==> config.mk <==
export PLATFORM = sky130hd
export DESIGN_NAME = regmem_req_port
export DESIGN_NICKNAME = d
export VERILOG_FILES = /design/src/rtl/regmem_req_port.sv
export SDC_FILE = /design/constraint.sdc
export NUM_CORES = 1
export LEC_CHECK = 0
export ABC_AREA = 1
export CORE_MARGIN = 2
export CORE_UTILIZATION = 44
export CTS_CLUSTER_SIZE = 14
export DETAILED_ROUTE_END_ITERATION = 7
export GPL_TIMING_DRIVEN = 0
export PLACE_DENSITY = 0.95
export SKIP_CTS_REPAIR_TIMING = 1
export SLEW_MARGIN = 20
export SYNTH_ARGS = -nofsm -noshare
export SYNTH_HDL_FRONTEND = slang
export SYNTH_SLANG_ARGS = --single-unit
==> constraint.sdc <==
create_clock -name clk_i -period 2.8 [get_ports clk_i]
set_input_delay 0.56 -clock clk_i [delete_from_list [all_inputs] [get_ports clk_i]]
set_output_delay 0.56 -clock clk_i [all_outputs]
set_load 0.01 [all_outputs]
==> src/rtl/regmem_req_port.sv <==
// Valid/ready request front-end for the single-port masked register memory, with an in-order response skid FIFO.
// Define REGMEM_REQ_PORT_WRITE_ACK_EN to make every accepted write return a zero-data response.
module regmem_req_port #(
   parameter int WIDTH     = 16,
   parameter int HEIGHT    = 16,
   parameter int MASK      = 4,
   parameter int RSP_DEPTH = 2,
   localparam int ADDR_W   = $clog2(HEIGHT)
) (
   input  logic              clk_i,
   input  logic              reset_i,
   input  logic              reqValid_i,
   output logic              reqReady_o,
   input  logic              reqWrite_i,
   input  logic [MASK-1:0]   reqMask_i,
   input  logic [ADDR_W-1:0] reqAddr_i,
   input  logic [WIDTH-1:0]  reqWdata_i,
   output logic              rspValid_o,
   input  logic              rspReady_i,
   output logic [WIDTH-1:0]  rspRdata_o,
   output logic              memEnable_o,
   output logic              memWriteEnable_o,
   output logic [MASK-1:0]   memWriteMask_o,
   output logic [ADDR_W-1:0] memAddr_o,
   output logic [WIDTH-1:0]  memWriteData_o,
   input  logic [WIDTH-1:0]  memReadData_i
);

   localparam int PTR_W = (RSP_DEPTH > 1) ? $clog2(RSP_DEPTH) : 1;
   localparam int CNT_W = $clog2(RSP_DEPTH + 1);
   localparam int CRD_W = CNT_W + 1;

   logic [CNT_W-1:0] count_reg, count_next;
   logic [PTR_W-1:0] wr_ptr_reg, wr_ptr_next;
   logic [PTR_W-1:0] rd_ptr_reg, rd_ptr_next;
   logic             inflight_reg, inflight_next;
   logic             inflight_wr_reg, inflight_wr_next;
   logic [WIDTH-1:0] fifo_mem [RSP_DEPTH];

   logic [CRD_W-1:0] credit_used;
   logic             req_ready;
   logic             acc;
   logic             track_req;
   logic             fifo_empty;
   logic             fifo_push;
   logic             fifo_pop;
   logic [WIDTH-1:0] rsp_in_data;

   function automatic logic [PTR_W-1:0] ptr_inc(input logic [PTR_W-1:0] p);
      return (p == PTR_W'(RSP_DEPTH - 1)) ? '0 : p + 1'b1;
   endfunction

   // Credit counts both stored responses and the one still coming out of the memory,
   // so ready depends only on registered state.
   assign credit_used = CRD_W'(count_reg) + CRD_W'(inflight_reg);
   assign req_ready   = credit_used < CRD_W'(RSP_DEPTH);
   assign reqReady_o  = req_ready;

   assign acc = reqValid_i && req_ready && !reset_i;

   assign memEnable_o      = acc && !reqWrite_i;
   assign memWriteEnable_o = acc && reqWrite_i;
   assign memWriteMask_o   = (acc && reqWrite_i) ? reqMask_i : '0;
   assign memAddr_o        = reset_i ? '0 : reqAddr_i;
   assign memWriteData_o   = reset_i ? '0 : reqWdata_i;

`ifdef REGMEM_REQ_PORT_WRITE_ACK_EN
   assign track_req        = acc;
   assign inflight_wr_next = acc && reqWrite_i;
`else
   assign track_req        = acc && !reqWrite_i;
   assign inflight_wr_next = 1'b0;
`endif

   assign inflight_next = track_req;
   assign rsp_in_data   = inflight_wr_reg ? '0 : memReadData_i;
   assign fifo_empty    = (count_reg == '0);

   // Returning data bypasses the FIFO when it is empty; otherwise the head is shown.
   assign rspValid_o = !fifo_empty || inflight_reg;
   assign rspRdata_o = !fifo_empty   ? fifo_mem[rd_ptr_reg] :
                       inflight_reg  ? rsp_in_data : '0;

   assign fifo_push = inflight_reg && !(fifo_empty && rspReady_i);
   assign fifo_pop  = !fifo_empty && rspReady_i;

   always_comb begin
      count_next  = count_reg;
      wr_ptr_next = wr_ptr_reg;
      rd_ptr_next = rd_ptr_reg;
      if (fifo_push) begin
         wr_ptr_next = ptr_inc(wr_ptr_reg);
      end
      if (fifo_pop) begin
         rd_ptr_next = ptr_inc(rd_ptr_reg);
      end
      case ({fifo_push, fifo_pop})
         2'b10:   count_next = count_reg + CNT_W'(1);
         2'b01:   count_next = count_reg - CNT_W'(1);
         default: count_next = count_reg;
      endcase
   end

   always_ff @(posedge clk_i or posedge reset_i) begin
      if (reset_i) begin
         count_reg       <= '0;
         wr_ptr_reg      <= '0;
         rd_ptr_reg      <= '0;
         inflight_reg    <= 1'b0;
         inflight_wr_reg <= 1'b0;
      end else begin
         count_reg       <= count_next;
         wr_ptr_reg      <= wr_ptr_next;
         rd_ptr_reg      <= rd_ptr_next;
         inflight_reg    <= inflight_next;
         inflight_wr_reg <= inflight_wr_next;
      end
   end

   // Storage needs no reset: entries are only visible through count_reg.
   always_ff @(posedge clk_i) begin
      if (fifo_push) begin
         fifo_mem[wr_ptr_reg] <= rsp_in_data;
      end
   end

endmodule

==> run metrics, run 1 <==
gpl congestion 0.7769; vias after detailed routing 1820; # clock sinks 37; storage element area 0.001086 mm²; Max Cap Viol 0; global-route wire length before repair 8286 µm; total CTS buffers 5; hold path startpoint wr_ptr_reg$_DFFE_PP0P_; input/output buffers 88; floorplan core area 0.004294 mm²; Hold Path Class reg -> reg; Adder-Cell Fraction of Synth Area 0.006460; met3 Usage GRT 0.06638; endpoints failing setup 0; FF-to-FF End fifo_mem[1][7]$_DFFE_PP_; Min-Delay Path Depth 2; Cell variety after synth 18; R2R Setup Slk 0.91 ns; die width 70.35 µm; Syn Area/Cell 8.421 µm²; DR WL/cell roughly 13 µm; startpoint type of the worst setup path input port; status finished clean; Area growth syn-to-layout 53.42%; grt met1 use 0.2323; layout cells sized above 1 0.08589; Routed Antenna Nets 0; Critical Path Start reset_i; RR Startpoint count_reg[0]$_DFFE_PP0P_; largest family of logic cells by synthesized area simple AND/OR/NAND/NOR gates; RSZ-0062 raised after global routing false; vias per cell 4.815; multi-input logic area about 600 µm²; H-tree level count 2; clk_skew ~0.0045 ns; number of global-route vias before repair 1934; final wirelength about 5000 µm; period utilisation layout 0.9477; final slew viol count 0; die area around 0.005 mm²; Yosys reg bits 37; HPWL Detailed 3674 µm; mapped cell area 0.001937 mm²; Row Count 24; initial antenna violation count 0; Synth Area in XOR/XNOR 0.004522; Slew HR 0.4189; filler instances roughly 320; critical path type in -> out; DRC 0; CP Capture Type primary output; max reg flops 32; final hold violation count 0; die height 70.35 µm; Leak 1.362 nW; Arr. time, crit path 2.09 ns; Starting Density 0.4510; GRT busiest layer met2; Hold Crit Endpoint wr_ptr_reg$_DFFE_PP0P_; CTS root buf clkbuf_8; worst slew pin tran 0.8707 ns; PD cells 738.0 mW/mm²; clk buf depth 2; post-layout net count 371; CP max FO 5; latest clock arrival within the worst-skew pair 0.29 ns; TritonCTS clock tree built; total negative slack 0 ns; multiplexer share of the synthesized area 0; IO Count 89; Seq/Total Area, Yosys 0.5607; largest net degree at the start of global routing 17; Post-Synth Simple-Gate Area 0.2410; Detailed Route Iter0 Violations 131; Setup WS pre-CTS approximately 0.15 ns; Syn Inst Count 230; fin crit period 2.654 ns; Ys Warns 0; Overall Global Routing Usage 0.2111; critical path required time 2.24 ns; clock transition at the registers of the reported paths 0.07 ns; DRT Pass-1 Iters 5; R2R depth 5; ANT cells 0; Worst VDD drop roughly 0.00029 V; Mapped Nets approximately 280; PnR worst setup slack around 0.15 ns; Max Clock Freq 376.9 MHz; Synth Area in Compound Gates 0.05426; GR Overflow Total 0; GR Layer Usage met2 0.3732
-- worst max path at each step --
stage                                to  cells after the start
3_5_place_dp          memWriteMask_o[1]                      6
4_1_cts               memWriteMask_o[0]                      5
3_3_place_gp   fifo_mem[1][7]$_DFFE_PP_                      4
5_1_grt               memWriteMask_o[3]                      5
2_1_floorplan  fifo_mem[1][0]$_DFFE_PP_                      5
6_report              memWriteMask_o[0]                      5
-- area by class of cell --
cell class,count,area share
inverters,51,0.06442
well taps,52,0.02189
clock inverters,3,0.004211
plain buffers,10,0.02232
multi-input cells,132,0.2013
repair buffers,88,0.2973
flip-flops and latches,37,0.3655
clock buffers,5,0.02316
-- cells in the final DEF, fill, tap and decap left out, drive strengths merged, types with 2 or more instances in the layout --
cell	count
buf	8
clkbuf	7
clkdlybuf4s50	87
clkinv	3
dfrtp	5
edfxtp	32
inv	51
nand2	51
nand3	18
nand4	2
nor2	43
o21ai	15
-- worst max-delay path: stages --
cell,delay [ns]
clkdlybuf4s50_1,0.46
nor2_2,0.15
nand4_1,0.21
nor2_1,0.15
clkdlybuf4s50_1,0.56
-- Yosys cell counts, drive strengths merged --
master	n	area share
buf	8	0.030
clkbuf	2	0.0039
dfrtp	5	0.065
edfxtp	32	0.50
ha	1	0.0065
inv	51	0.099
nand2	51	0.10
nand3	18	0.047
nand4	2	0.0065
nor2	43	0.085
o21ai	15	0.054
or2	1	0.0032
xnor2	1	0.0045
-- routing by layer --
layer / vias up / wire (µm) / part of all wire
met5: - / 0 / 0
met4: 0 / 114 / 0.023
met3: 12 / 411 / 0.083
met2: 96 / 2647 / 0.53
met1: 819 / 1807 / 0.36
li1: 893 / - / -
-- where the power goes --
group          leakage, nW  internal (mW)  switching (mW)
logic                0.967          0.562           0.591
clock network       0.0430          0.167           0.176
registers            0.351          0.659          0.0385
total                 1.36           1.39           0.805
-- stage by stage --
stage / util / power (mW) / std cells / cell area [µm²] / hold slack (ns)
floorplan: - / 1.306 / 230 / 1937 / 0.4419
CTS: 0.6909 / 2.207 / 378 / 2967 / 0.4791
global route: 0.6920 / 2.340 / 378 / 2972 / 0.5168
finish: 0.6920 / 2.193 / 378 / 2972 / 0.4775
global placement: 0.6713 / 1.822 / 370 / 2883 / 0.4532
detailed placement: 0.6719 / 1.859 / 370 / 2885 / 0.4633
-- cell families after synthesis --
kind of cell,Yosys count
compound gates,15
xor+xnor,1
fa+ha+maj,1
buf+inv,61
flops,37
simple gates,115
(Power assumes the default switching activity.)
==> inputs of run 2 (changes only) <==
--- a/config.mk
+++ b/config.mk
@@ -5,9 +5,8 @@
 export SDC_FILE = /design/constraint.sdc
 export NUM_CORES = 1
 export LEC_CHECK = 0
-export ABC_AREA = 1
 export CORE_MARGIN = 2
-export CORE_UTILIZATION = 44
+export CORE_UTILIZATION = 43
 export CTS_CLUSTER_SIZE = 14
 export DETAILED_ROUTE_END_ITERATION = 7
 export GPL_TIMING_DRIVEN = 0
==> run 2 against run 1 <==
Area after synthesis decreased by 9.6%. Setup slack better by 0.0014 ns. Critical path depth unchanged. Clock skew up 0.00050 ns. Critical endpoint is now memEnable_o. Via count down 22%. First-iteration DRC count fell by 61%. Clock power is 5% lower. Register-to-register slack improved by 0.03 ns. Core utilization rose by 0.68 points.
==> run metrics, run 2 <==
DRC 0 (unchanged); Leak 1.005 nW (was 1.362 nW); Yosys reg bits 37 (unchanged); Ys Warns 0 (unchanged); critical path required time 2.24 ns (about the same); Flop pwr share 0.363 (was 0.318); Arr. time, crit path 2.09 ns (about the same); Routed Antenna Nets 0 (unchanged); vias after detailed routing 1411 (was 1820); floorplan core area 0.003971 mm² (was 0.004294 mm²); commonest cells in the netlist edfxtp_1 (32), nor2b_1 (21), mux2i_1 (16), nand3_1 (16), o21ai_0 (15) (was inv_1 (50), nand2_1 (50), nor2_1 (42), edfxtp_1 (32), nand3_1 (18)); post-layout net count 278 (was 371); combinational power share 0.469 (was 0.526); P_int 1.320 mW (was 1.388 mW); clock transition at the registers of the reported paths 0.07 ns (about the same); Switching Share 0.3192 (was 0.3671); vias per cell 5.004 (was 4.815); top area cells in the synthesized netlist edfxtp_1 (55%), mux2i_1 (9.1%), nor2b_1 (7.5%), dfrtp_1 (7.1%), nand3_1 (4.6%) (was edfxtp_1 (50%), inv_1 (9.7%), nand2_1 (9.7%), nor2_1 (8.1%), dfrtp_1 (6.5%)); period utilisation layout 0.9472 (was 0.9477); most numerous cell on the critical path clkdlybuf4s50_1 (unchanged); layout cells sized above 1 0.08190 (was 0.08589); HPWL Detailed 2948 µm (was 3674 µm); largest net degree at the start of global routing 17 (unchanged); die height 67.80 µm (was 70.35 µm); total CTS buffers 5 (unchanged); Starting Density 0.4408 (was 0.4510); CP Cell Sequence clkdlybuf4s50_1 -> inv_2 -> and3_4 -> nor2b_1 -> clkdlybuf4s50_1 (was clkdlybuf4s50_1 -> nor2_2 -> nand4_1 -> nor2_1 -> clkdlybuf4s50_1); Mapped Nets 183 (was 276); Syn Area/Cell 12.78 µm² (was 8.421 µm²); Hold Path Class reg -> reg (unchanged); ANT cells 0 (unchanged); number of global-route vias before repair 1389 (was 1934); CP Capture Type primary output (unchanged); clk buf depth 2 (unchanged); DRT Pass-1 Iters 4 (was 5); mapped cell area 0.001750 mm² (was 0.001937 mm²); crit-path max cell delay 0.55 ns (was 0.56 ns); global-route wire length before repair 6065 µm (was 8286 µm); total negative slack 0 ns (unchanged); Seq/Total Area, Yosys 0.6204 (was 0.5607); Slew HR 0.4442 (was 0.4189); Slowest-stage cell, CP clkdlybuf4s50_1 (unchanged); RSZ-0062 raised after global routing false (unchanged); top-count cell post-synth edfxtp_1; final slew viol count 0 (unchanged); worst slew pin tran 0.8328 ns (was 0.8707 ns); TritonCTS clock tree built (unchanged); gpl congestion 0.8012 (was 0.7769); final wirelength 3947 µm (was 4981 µm); Clock Power Share 0.168 (was 0.156); Post-synth ARST share 0.1351 (unchanged); critical path type in -> out (unchanged); PD cells 698.9 mW/mm² (was 738.0 mW/mm²); R2R Setup Slk 0.94 ns (was 0.91 ns); Synth Flop Type edfxtp_1 (unchanged); final hold violation count 0 (unchanged); most frequent cells in the layout clkdlybuf4s50_1 (88), edfxtp_1 (32), nor2b_1 (21), mux2i_1 (16), nand3_1 (16) (was clkdlybuf4s50_1 (87), nand2_1 (50), inv_1 (50), nor2_1 (40), edfxtp_1 (32)); CP max FO 6 (was 5); Syn Inst Count 137 (was 230); die width 67.80 µm (was 70.35 µm); Detailed Route Iter0 Violations 51 (was 131); IO Count 89 (unchanged); initial antenna violation count 0 (unchanged); clk_skew 0.004956 ns (was 0.004453 ns); Max Clock Freq 377.1 MHz (was 376.9 MHz); GR Overflow Total 0 (unchanged); CTS root buf clkbuf_8 (unchanged); status finished clean (unchanged); fin crit period 2.652 ns (was 2.654 ns); H-tree level count 2 (unchanged); Row Count 23 (was 24); largest area contributor in the netlist edfxtp_1 (unchanged); filler instances 284 (was 316); DR WL/cell 14.00 µm (was 13.18 µm); most common cell after layout, fill and taps aside clkdlybuf4s50_1 (unchanged); count of flip-flops with a built-in enable after synthesis 32 (unchanged); endpoints failing setup 0 (unchanged); die area 0.004597 mm² (was 0.004948 mm²); Worst VDD drop 0.0002655 V (was 0.0002858 V); input/output buffers 88 (unchanged); Overall Global Routing Usage 0.1824 (was 0.2111); Sw Pwr 619.0 µW (was 805.0 µW); Area growth syn-to-layout 58.54% (was 53.42%); # clock sinks 37 (unchanged); Design Power 1.939 mW (was 2.193 mW); top-area cell type share of the netlist area 0.5490 (was 0.4961); startpoint type of the worst setup path input port (unchanged); max reg flops 32 (unchanged); Cell variety after synth 25 (was 18); latest clock arrival within the worst-skew pair 0.27 ns (was 0.29 ns); Max Cap Viol 0 (unchanged)
run 2: cell types whose count changed after synthesis, sizes merged, moves of 2 or more:
cell,previous run,this run
nor2,43,4
nand4,2,0
xor2,0,2
nor2b,0,22
and3,0,5
buf,8,6
inv,51,2
nand2,51,0
nand3,18,16
mux2i,0,16
xnor2,1,3
run 2: critical path: cells and delay by family:
family / cells / cell delay, ns
simple gates: 2 / 0.38
buf+inv: 3 / 1.15
run 2: path summary, 6_finish.rpt:
kind	from	endpoint	cells past startpoint
max	reset_i	memEnable_o	5
min	wr_ptr_reg$_DFFE_PP0P_	wr_ptr_reg$_DFFE_PP0P_	1
max reg2reg	count_reg[0]$_DFFE_PP0P_	fifo_mem[1][3]$_DFFE_PP_	3
min reg2reg	wr_ptr_reg$_DFFE_PP0P_	wr_ptr_reg$_DFFE_PP0P_	1
max in group asynchronous	reset_i	rd_ptr_reg$_DFFE_PP0P_	2
min in group asynchronous	reset_i	count_reg[1]$_DFFE_PP0P_	2
run 2: layer usage:
layer,GRT usage,up-vias,share of wire
li1,-,684,-
met1,0.1965,643,0.38
met2,0.3248,80,0.51
met3,0.06333,4,0.10
met4,0.07500,0,0.012
met5,0,-,0
run 2: kinds of logic after synthesis:
| family | share of synthesized area |
|---|---|
| buffers and inverters | 0.03216 |
| AND/OR/NAND/NOR | 0.1673 |
| multiplexers | 0.09149 |
| adder cells (fa/ha/maj) | 0.007147 |
| flip-flops | 0.6204 |
| XOR/XNOR | 0.02502 |
| AO/OA/AOI/OAI | 0.05647 |
run 2: cell type report:
cell class,count,area (µm²),area share
well taps,50,62.56,0.02254
multi-input cells,89,613.1,0.2209
repair buffers,88,880.8,0.3174
clock buffers,6,72.57,0.02615
inverters,2,7.507,0.002705
flip-flops and latches,37,1086,0.3913
clock inverters,1,3.754,0.001353
plain buffers,9,48.80,0.01758
run 2: power groups by stage:
stage	Combinational (mW)	Clock, mW	Sequential (mW)
after global routing	0.979	0.353	0.711
after floorplan	0.468	0	0.709
final	0.909	0.326	0.705
after global placement	0.899	0	0.713
after detailed placement	0.914	0	0.716
after CTS	0.917	0.332	0.705
run 2: through the flow:
| stage | util | instances | hold slack, ns | instance area, µm² | worst slack (ns) |
|---|---|---|---|---|---|
| finish | 0.6988 | 282 | 0.5133 | 2775 | 0.1478 |
| global route | 0.6988 | 282 | 0.5247 | 2775 | 0.04877 |
| CTS | 0.6988 | 282 | 0.5170 | 2775 | 0.02930 |
| detailed placement | 0.6796 | 275 | 0.5033 | 2699 | 0.04087 |
| global placement | 0.6783 | 275 | 0.4809 | 2694 | 0.02758 |
| floorplan | - | 137 | 0.3472 | 1750 | 0.9368 |
==> inputs of run 3 (changes only) <==
--- a/config.mk
+++ b/config.mk
@@ -5,7 +5,7 @@
 export SDC_FILE = /design/constraint.sdc
 export NUM_CORES = 1
 export LEC_CHECK = 0
-export CORE_MARGIN = 2
+export CORE_ASPECT_RATIO = 1.1
 export CORE_UTILIZATION = 43
 export CTS_CLUSTER_SIZE = 14
 export DETAILED_ROUTE_END_ITERATION = 7
==> run 3 against run 2 <==
Total power is 1.2% higher. Setup slack worse by 0.0056 ns. Hold slack better by 0.0036 ns. Core utilization is 3.9 points higher. Clock-buffer cell count stayed put. Design area is 0.23% higher. Critical endpoint is now memWriteMask_o[0].
==> run metrics, run 3 (same netlist as run 2, synthesis figures left out) <==
H-tree level count 2 (unchanged); max reg flops 32 (unchanged); R2R Setup Slk 0.88 ns (was 0.94 ns); R2R depth 3 (unchanged); post-layout net count 278 (unchanged); clk_skew 0.007697 ns (was 0.004956 ns); final hold violation count 0 (unchanged); # clock sinks 37 (unchanged); Area growth syn-to-layout 58.90% (was 58.54%); Row Count 23 (unchanged); Max Cap Viol 0 (unchanged); largest net degree at the start of global routing 17 (unchanged); RSZ-0062 raised after global routing false (unchanged); Overall Global Routing Usage 0.2122 (was 0.1824); filler instances 263 (was 284); WHS 0.5168 ns (was 0.5133 ns); die height 68.92 µm (was 67.80 µm); critical path type in -> out (unchanged); worst setup path endpoint memWriteMask_o[0] (was memEnable_o); critical path required time 2.24 ns (about the same); Worst VDD drop 0.0003975 V (was 0.0002655 V); most frequent cells in the layout clkdlybuf4s50_1 (88), edfxtp_1 (32), nor2b_1 (21), mux2i_1 (16), nand3_1 (16) (unchanged); startpoint type of the worst setup path input port (unchanged); final slew viol count 0 (unchanged); ANT cells 0 (unchanged); clk buf depth 2 (unchanged); total negative slack 0 ns (unchanged); HPWL Detailed 3115 µm (was 2948 µm); DR WL/cell 14.93 µm (was 14.00 µm); storage element area 0.001086 mm² (unchanged); Hold Path Class in -> async (was reg -> reg); CP Capture Type primary output (unchanged); vias per cell 4.989 (was 5.004); die area 0.004330 mm² (was 0.004597 mm²); floorplan core area 0.003770 mm² (was 0.003971 mm²); most common cell after layout, fill and taps aside clkdlybuf4s50_1 (unchanged); latest clock arrival within the worst-skew pair 0.29 ns (was 0.27 ns); Arr. time, crit path 2.10 ns (was 2.09 ns); Max Clock Freq 376.3 MHz (was 377.1 MHz); final wirelength 4224 µm (was 3947 µm); DRC 0 (unchanged); total CTS buffers 5 (unchanged); multi-input logic area 613.1 µm² (unchanged); initial antenna violation count 0 (unchanged); input/output buffers 88 (unchanged); FF-to-FF End fifo_mem[1][14]$_DFFE_PP_ (was fifo_mem[1][3]$_DFFE_PP_); Setup WS pre-CTS 0.04718 ns (was 0.04087 ns); endpoints failing setup 0 (unchanged); worst slew pin tran 0.8684 ns (was 0.8328 ns); PnR worst setup slack 0.1422 ns (was 0.1478 ns); DRT Pass-1 Iters 4 (unchanged); Slew HR 0.4205 (was 0.4442); CTS root buf clkbuf_8 (unchanged); global-route wire length before repair 6479 µm (was 6065 µm); status finished clean (unchanged); GR Overflow Total 0 (unchanged); CP max FO 6 (unchanged); Critical Path Start reset_i (unchanged); fin crit period 2.658 ns (was 2.652 ns); period utilisation layout 0.9492 (was 0.9472); RR Startpoint count_reg[0]$_DFFE_PP0P_ (unchanged); number of global-route vias before repair 1516 (was 1389); die width 62.84 µm (was 67.80 µm); PD cells 705.5 mW/mm² (was 698.9 mW/mm²); vias after detailed routing 1412 (was 1411); layout cells sized above 1 0.09013 (was 0.08190); gpl congestion 0.7611 (was 0.8012); TritonCTS clock tree built (unchanged); Routed Antenna Nets 0 (unchanged); IO Count 89 (unchanged); Starting Density 0.4643 (was 0.4408); Detailed Route Iter0 Violations 46 (was 51); clock transition at the registers of the reported paths 0.07 ns (about the same); Leak 1.011 nW (was 1.005 nW)
-- run 3: cell count changes in the layout (fill, tap and decap cells not counted), sizes merged --
cell,before,now
clkinv,1,2
-- run 3: per-layer routing --
metal / track usage / part of all wire / routed length, µm
met1: 0.2059 / 0.38 / 1588
met2: 0.3872 / 0.52 / 2206
met3: 0.07237 / 0.073 / 309
met4: 0.1512 / 0.028 / 120
met5: 0 / 0 / 0
-- run 3: final cells by class --
cell class	count	area share
repair buffers	88	0.3167
clock buffers	6	0.02609
multi-input cells	89	0.2204
clock inverters	2	0.003599
inverters	2	0.002699
well taps	50	0.02249
plain buffers	9	0.01754
flip-flops and latches	37	0.3905
-- run 3: worst max-delay path, cell delays in order --
cell and delay [ns]:
clkdlybuf4s50_1 0.45, inv_2 0.14, and3_4 0.22, and3_1 0.17, clkdlybuf4s50_1 0.55
-- run 3: worst min-delay path by stage --
stage,from,endpoint,slack (ns),depth (start not counted)
finish,reset_i,wr_ptr_reg$_DFFE_PP0P_,0.52,2
detailed placement,wr_ptr_reg$_DFFE_PP0P_,wr_ptr_reg$_DFFE_PP0P_,0.51,1
global placement,wr_ptr_reg$_DFFE_PP0P_,wr_ptr_reg$_DFFE_PP0P_,0.48,1
CTS,wr_ptr_reg$_DFFE_PP0P_,wr_ptr_reg$_DFFE_PP0P_,0.52,1
floorplan,reset_i,count_reg[0]$_DFFE_PP0P_,0.35,1
global route,reset_i,wr_ptr_reg$_DFFE_PP0P_,0.54,2
-- run 3: metrics by stage --
step,utilization,instances,total power [mW],area (µm²)
after floorplan,-,137,1.176,1750
after global placement,0.7146,275,1.614,2694
after detailed placement,0.7159,275,1.634,2699
after CTS,0.7378,283,1.979,2781
after global routing,0.7378,283,2.072,2781
final,0.7378,283,1.962,2781
-- run 3: power by group --
group	internal, mW	leakage [nW]	switching, mW
sequential	0.660	0.350	0.0486
clock	0.172	0.0450	0.175
combinational	0.493	0.616	0.413
total	1.32	1.01	0.637
